`config.mk`:
```
export PLATFORM = sky130hd
export DESIGN_NAME = parity_appender
export DESIGN_NICKNAME = d
export VERILOG_FILES = /design/src/rtl/parity_appender.sv
export SDC_FILE = /design/constraint.sdc
export NUM_CORES = 1
export LEC_CHECK = 0
export CORE_ASPECT_RATIO = 1.2
export CORE_MARGIN = 2
export CORE_UTILIZATION = 50
export CTS_BUF_LIST = sky130_fd_sc_hd__clkbuf_16
export DETAILED_ROUTE_END_ITERATION = 10
export GPL_ROUTABILITY_DRIVEN = 0
export MAX_ROUTING_LAYER = met4
export PLACE_DENSITY = 0.87
export SLEW_MARGIN = 20
export SYNTH_ARGS = -nofsm -noshare
export SYNTH_HDL_FRONTEND = slang
export SYNTH_SLANG_ARGS = --single-unit
```
`constraint.sdc`:
```
create_clock -name in_clock -period 2.32 [get_ports in_clock]
set_clock_uncertainty 0.15 [all_clocks]
set_input_delay 0.232 -clock in_clock [delete_from_list [all_inputs] [get_ports in_clock]]
set_output_delay 0.232 -clock in_clock [all_outputs]
set_load 0.005 [all_outputs]
```
`src/rtl/parity_appender.sv`:
```
// parity_appender: forwards AXI-Stream byte packets and appends
// one trailing parity byte so the emitted packet meets ODD_PARITY.
module parity_appender #(
    parameter bit ODD_PARITY = 1'b0,
    parameter int CNT_WIDTH  = 16
) (
    input  logic                 in_clock,
    input  logic                 in_reset_n,
    input  logic                 axis_s_tvalid,
    input  logic [7:0]           axis_s_tdata,
    output logic                 axis_s_tready,
    input  logic                 axis_s_tlast,
    output logic                 axis_m_tvalid,
    output logic [7:0]           axis_m_tdata,
    input  logic                 axis_m_tready,
    output logic                 axis_m_tlast,
    output logic [CNT_WIDTH-1:0] pkt_count
);

    typedef enum logic {
        PASS,
        PARITY
    } state_t;

    state_t state;
    logic   acc;
    logic   par_bit;
    logic   slot_free;
    logic   s_fire;
    logic   m_fire;
    logic   byte_par;
    logic   next_acc;

    assign slot_free     = !axis_m_tvalid || axis_m_tready;
    assign axis_s_tready = (state == PASS) && slot_free;
    assign s_fire        = axis_s_tvalid && axis_s_tready;
    assign m_fire        = axis_m_tvalid && axis_m_tready;
    assign byte_par      = ^axis_s_tdata;
    assign next_acc      = acc ^ byte_par;

    always_ff @(posedge in_clock or negedge in_reset_n) begin
        if (!in_reset_n) begin
            state         <= PASS;
            acc           <= 1'b0;
            par_bit       <= 1'b0;
            axis_m_tvalid <= 1'b0;
            axis_m_tdata  <= 8'h00;
            axis_m_tlast  <= 1'b0;
            pkt_count     <= '0;
        end else begin
            if (m_fire && axis_m_tlast)
                pkt_count <= pkt_count + CNT_WIDTH'(1);

            unique case (state)
                PASS: begin
                    if (s_fire) begin
                        axis_m_tdata  <= axis_s_tdata;
                        axis_m_tvalid <= 1'b1;
                        axis_m_tlast  <= 1'b0;
                        acc           <= next_acc;
                        if (axis_s_tlast) begin
                            par_bit <= next_acc ^ ODD_PARITY;
                            state   <= PARITY;
                        end
                    end else if (axis_m_tready) begin
                        axis_m_tvalid <= 1'b0;
                    end
                end
                PARITY: begin
                    // Parity byte waits here until the output slot opens.
                    if (slot_free) begin
                        axis_m_tdata  <= {7'b0, par_bit};
                        axis_m_tvalid <= 1'b1;
                        axis_m_tlast  <= 1'b1;
                        acc           <= 1'b0;
                        state         <= PASS;
                    end
                end
            endcase
        end
    end

endmodule

```
==> run_results.csv, run 1 <==
group,metric,value,unit
global_routing,overflow,0,
pwr,p_leak,0.869,nW
placed_design,dpl.hpwl,2310,um
pwr,p_per_area,874,mW/mm^2
yosys,ys_seq_area_share,51.6,%
routing,firstDrtPassIters,4,
clock_tree,hold_buffers,0,
finish,final_cell_area,0.00198,mm^2
placed_design,pre_cts_ws,0.377,ns
clock_tree,htree_levels,2,
placed_design,dpl.cell_count,201,
clock_tree,cts_tree,"yes",
yosys,ys_types,31,
floorplanning,initial_core_util,51.5,%
sta,max_freq,511,MHz
yosys,synth_ff_type,"dfrtp_1",
worst_setup_path,criticalPathCategory,"register to output pin",
worst_hold_path,worstHoldPathType,"input port to asynchronous set/reset pin",
clock_tree,cts_buffer_depth,2,
routing,ant_nets,0,
sta,max-slew-margin-rel,66.5,%
pwr,totalPowerFinal,1.73,mW
pwr,swShare,27.8,%
routing,viasPerCell,5.50,
sta,layout_min_cycle_time,1.96,ns
yosys,syn-num-nets,144,
pwr,p_int,1.25,mW
clock_tree,cts_root_buffer,"clkbuf_16",
floorplanning,num_rows,21,
global_routing,grt_first_pass_wirelength,5450,um
sta,fin_ws,0.362,ns
sta,setup_viol,0,
sta,slew_viol_final,0,
worst_setup_path,cp-end-kind,"output pin",
routing,drc_errors,0,
yosys,synth_common_cells,"dfrtp_1 (29), nand2_1 (17), xnor2_1 (16)",
sta,hold_violations,0,
clock_tree,clock_sinks,29,
pwr,comb_power_share,24.6,%
yosys,synth.cell_area,0.00141,mm^2
sta,tightestPinTransition,0.501,ns
yosys,synth_edf_count,0,
yosys,synth_async_sr_flop_share,100,%
sta,post-route-period-util,84.4,%
yosys,yosysMostFrequentCell,"dfrtp_1",
routing,drt-total-wl,3250,um
yosys,synth-seq-cells,29,
routing,drt-initial-drc-count,14,
floorplanning,core_area,0.00273,mm^2
global_routing,grt_pass1_vias,1178,
global_routing,grt_max_degree,30,
floorplanning,ios,40,
finish,stdcell_count,209,
finish,utilization,72.3,%
routing,vias,1149,
sta,fin_hold_ws,0.205,ns
sta,setup-tns-final,0,ns
clock_tree,path_clk_slew,0.05,ns
pwr,clkPwrFrac,34.4,%
yosys,synth_cells,130,
floorplanning,die_area,0.00325,mm^2
finish,area_growth,40.6,%
worst_setup_path,crit_arrival,1.58,ns
clock_tree,clock_latency,0.27,ns
pwr,p_sw,480,uW
clock_tree,cts_setup_buffers,0,
yosys,ys_top_cells_by_area,"dfrtp_1 (52%), xnor2_1 (10%), nand2_1 (4.5%)",
finish,fin_nets,188,
outcome,outcome,"complete, no violations",
pwr,ir_drop,0.744,mV
yosys,avgSynthCellArea,10.8,um^2
routing,wl_per_cell,15.5,um
yosys,synth_top_cell_by_area,"dfrtp_1",
clock_tree,cts_inserted_buffers,5,
yosys,yosysTopAreaCellShare,51.6,%
yosys,ys.warnings.count,0,
worst_setup_path,path_max_fanout,5,
floorplanning,die_x,52.4,um
placed_design,portBuffers,39,
pwr,p_seq_share,41.0,%
finish,drive_gt1_share,9.14,%
sta,rsz0062_at_grt,"false",
run,drv_cap,0,
worst_setup_path,worstPathRequired,1.94,ns
finish,diodes,0,
global_routing,antenna_found_initial,0,
global_routing,grt_use_total,24.4,%
clock_tree,ctsResizeCount,0,
worst_setup_path,cp-start-kind,"register",
floorplanning,die_y,62.1,um
placed_design,dpl_cell_area,0.00184,mm^2
## worst paths after layout
check | cells after the start | start | slack (ns) | to
max reg2reg | 5 | pkt_count[0]$_DFFE_PN0P_ | 0.70 | pkt_count[12]$_DFFE_PN0P_
max in group asynchronous | 2 | in_reset_n | 1.55 | pkt_count[14]$_DFFE_PN0P_
min | 2 | in_reset_n | 0.21 | acc$_DFFE_PN0P_
max | 3 | axis_m_tvalid$_DFFE_PN0P_ | 0.36 | axis_s_tready
min reg2reg | 1 | pkt_count[15]$_DFFE_PN0P_ | 0.34 | pkt_count[15]$_DFFE_PN0P_
min in group in_clock | 1 | pkt_count[15]$_DFFE_PN0P_ | 0.34 | pkt_count[15]$_DFFE_PN0P_
## power groups by stage
| stage | sequential (mW) | clock [mW] | combinational, mW |
|---|---|---|---|
| 6_report | 0.709 | 0.595 | 0.425 |
| 5_1_grt | 0.722 | 0.634 | 0.465 |
| 4_1_cts | 0.709 | 0.606 | 0.430 |
| 3_5_place_dp | 0.713 | 0 | 0.423 |
| 3_3_place_gp | 0.704 | 0 | 0.408 |
| 2_1_floorplan | 0.693 | 0 | 0.202 |
## registers in the layout, indices dropped and copies added, names as in the netlist
signal,count
par_bit,1
state,1
axis_m_tdata,8
axis_m_tlast,1
axis_m_tvalid,1
acc,1
pkt_count,16
## layout by cell type (no fill, tap or decap), drive strengths merged, types with 2 or more instances in the layout
cell type	Yosys	final
a21oi	7	7
and3	2	2
buf	1	2
clkbuf	3	5
clkdlybuf4s50	0	39
clkinv	0	2
dfrtp	29	29
inv	3	4
nand2	17	17
nand3	5	5
nand4	5	5
nor2	5	5
nor2b	8	8
nor4	2	2
o21ai	9	9
o22ai	2	2
xnor2	16	16
xor2	5	5
## cell families (layout without fill, tap and decap cells)
| kind of cell | after synthesis | in the layout | share of synthesized area [%] |
|---|---|---|---|
| and+or+nand+nor | 49 | 49 | 21.8 |
| DFF | 29 | 29 | 51.6 |
| xor gates and xnor gates | 22 | 22 | 14.7 |
| AOI/OAI and AO/OA | 20 | 20 | 7.56 |
| buffers and inverters | 7 | 52 | 1.96 |
| muxes | 2 | 2 | 1.51 |
| adders and majority gates | 1 | 1 | 0.890 |
## worst max-delay path, cell delays in order, from the launching register on
cell	delay, ns
dfrtp_1	0.44
nor2b_1	0.18
nor2_1	0.14
clkdlybuf4s50_1	0.53
## layout make-up
cell class	instances	area (um^2)
Tap cell	34	42.5
Clock buffer	5	125
Clock inverter	3	13.8
Sequential cell	29	726
Multi-Input combinational cell	94	653
Fill cell	212	756
Timing Repair Buffer	41	405
Inverter	3	11.3
## per-layer routing
metal | up-vias | wire [um] | GRT usage [%]
met2 | 43 | 1790 | 44.3
met1 | 571 | 1190 | 23.7
met4 | 0 | 97 | 10.6
met3 | 10 | 173 | 7.66
li1 | 525 | - | -
met5 | - | 0 | -
(Power assumes the default switching activity.)
==> inputs of run 2 (changes only) <==
CORE_UTILIZATION = 42   (was 50)
PLACE_DENSITY = 0.79   (was 0.87)
clock period = 1.65 ns   (was 2.32 ns; I/O delays follow)
==> run 2 against run 1 <==
  * Cell count grew 6.2%
  * Via count grew 0.17%
  * Worst setup slack lost 0.30 ns
  * Largest cell class unchanged
==> run_results.csv, run 2 (synthesis results as in run 1) <==
group,metric,value,unit
sta,hold_violations,0,
routing,drc_errors,0,
worst_setup_path,cp-end-kind,"output pin",
worst_setup_path,crit_chain,"clkdlybuf4s50_1",
floorplanning,die_y,67.4,um
sta,post-route-period-util,96.1,%
sta,max_freq,631,MHz
worst_setup_path,max_stage_delay,0.54,ns
finish,regArea,727,um^2
finish,regMostFlops,"pkt_count",
sta,max-slew-margin-rel,75.7,%
global_routing,grt_use_total,19.5,%
finish,reg_top3,"pkt_count x16, axis_m_tdata x8",
outcome,outcome,"complete, no violations",
finish,final_common_cell,"clkdlybuf4s50_1",
routing,ant_nets,0,
floorplanning,ios,40,
floorplanning,core_area,0.00328,mm^2
worst_setup_path,path_max_fanout,5,
clock_tree,htree_levels,2,
worst_setup_path,worstPathRequired,1.33,ns
clock_tree,cts_tree,"yes",
run,drv_cap,0,
placed_design,dpl.cell_count,210,
clock_tree,cts_inserted_buffers,5,
sta,slew_viol_final,0,
global_routing,overflow,0,
routing,wl_per_cell,13.9,um
finish,utilization,64.2,%
global_routing,antenna_found_initial,0,
worst_setup_path,criticalPathCategory,"register to output pin",
sta,tightestPinTransition,0.365,ns
pwr,p_per_area,1340,mW/mm^2
routing,firstDrtPassIters,3,
routing,drt-initial-drc-count,15,
floorplanning,die_area,0.00383,mm^2
finish,multiInputGateArea,653,um^2
routing,drt-total-wl,3090,um
routing,vias,1151,
routing,viasPerCell,5.18,
floorplanning,num_rows,23,
worst_setup_path,cp-start-kind,"register",
worst_hold_path,worstHoldPathType,"input port to asynchronous set/reset pin",
clock_tree,clock_sinks,29,
placed_design,dpl.hpwl,2330,um
sta,setup-tns-final,0,ns
worst_setup_path,cpMaxStageDelayCell,"clkdlybuf4s50_1",
worst_setup_path,crit_family,"buffers and inverters",
pwr,ir_drop,1.18,mV
sta,rsz0062_at_grt,"true",
finish,fin_nets,198,
clock_tree,hold_buffers,0,
placed_design,portBuffers,39,
finish,diodes,0,
clock_tree,cts_buffer_depth,2,
finish,stdcell_count,222,
pwr,p_leak,0.938,nW
clock_tree,path_clk_slew,0.05,ns
clock_tree,cts_root_buffer,"clkbuf_16",
pwr,totalPowerFinal,2.82,mW
sta,layout_min_cycle_time,1.59,ns
finish,nFillCells,284,
floorplanning,die_x,56.8,um
finish,drive_gt1_share,15.1,%
finish,layout_common_cells,"clkdlybuf4s50_1 (37), dfrtp_1 (28), nand2_1 (17)",
sta,setup_viol,0,
worst_setup_path,path_buf_inv,1,
worst_setup_path,crit_arrival,1.27,ns
floorplanning,initial_core_util,42.9,%
finish,area_growth,49.7,%
global_routing,grt_max_degree,30,
worst_setup_path,regToRegStartpoint,"pkt_count[0]$_DFFE_PN0P_",
global_routing,grt_first_pass_wirelength,5510,um
clock_tree,clock_latency,0.27,ns
global_routing,grt_pass1_vias,1240,
worst_setup_path,crit_path_start,"pkt_count[4]$_DFFE_PN0P_",
finish,largest_register_ffs,16,
-- run 2: metrics by stage --
stage	hold WS (ns)	area [um^2]	setup WS [ns]
5_1_grt	0.187	2110	-0.0198
3_5_place_dp	0.314	1890	-0.197
4_1_cts	0.145	2080	0.0146
3_3_place_gp	0.312	1890	-0.148
2_1_floorplan	-0.281	1410	0.188
6_report	0.129	2110	0.0647
-- run 2: power by group --
part	leakage [nW]	internal (mW)	switching, mW
registers	0.374	0.844	0.124
clock network	0.0938	0.860	0.309
logic	0.470	0.425	0.262
total	0.938	2.13	0.695
-- run 2: final timing paths --
check,slack (ns),to,depth (start not counted)
setup / recovery,0.06,pkt_count[4],1
hold / removal,0.13,pkt_count[8]$_DFFE_PN0P_,2
setup reg to reg,0.12,pkt_count[12]$_DFFE_PN0P_,5
hold reg to reg,0.32,pkt_count[15]$_DFFE_PN0P_,1
max in group asynchronous,0.93,pkt_count[0]$_DFFE_PN0P_,2
min in group in_clock,0.32,pkt_count[15]$_DFFE_PN0P_,1
-- run 2: routing by layer --
layer | track usage (%) | wire [um] | up-vias
met1 | 20.8 | 1270 | 556
met3 | 5.56 | 185 | 5
met4 | 6.10 | 59 | 0
met2 | 35.2 | 1570 | 43
li1 | - | - | 547
met5 | - | 0 | -
-- run 2: timing repair --
action                                  in CTS  in global routing
gates resized for setup                      2                  1
endpoints found under the setup margin       1                  7
setup buffers                                1                  3
cloned                                       0                  0
-- run 2: area by class of cell --
cell class	instances	share of cell area, %
Tap cell	37	2.20
Clock buffer	5	5.94
Multi-Input combinational cell	94	31.0
Clock inverter	3	3.09
Timing Repair Buffer	51	22.7
Inverter	3	0.535
Sequential cell	29	34.5
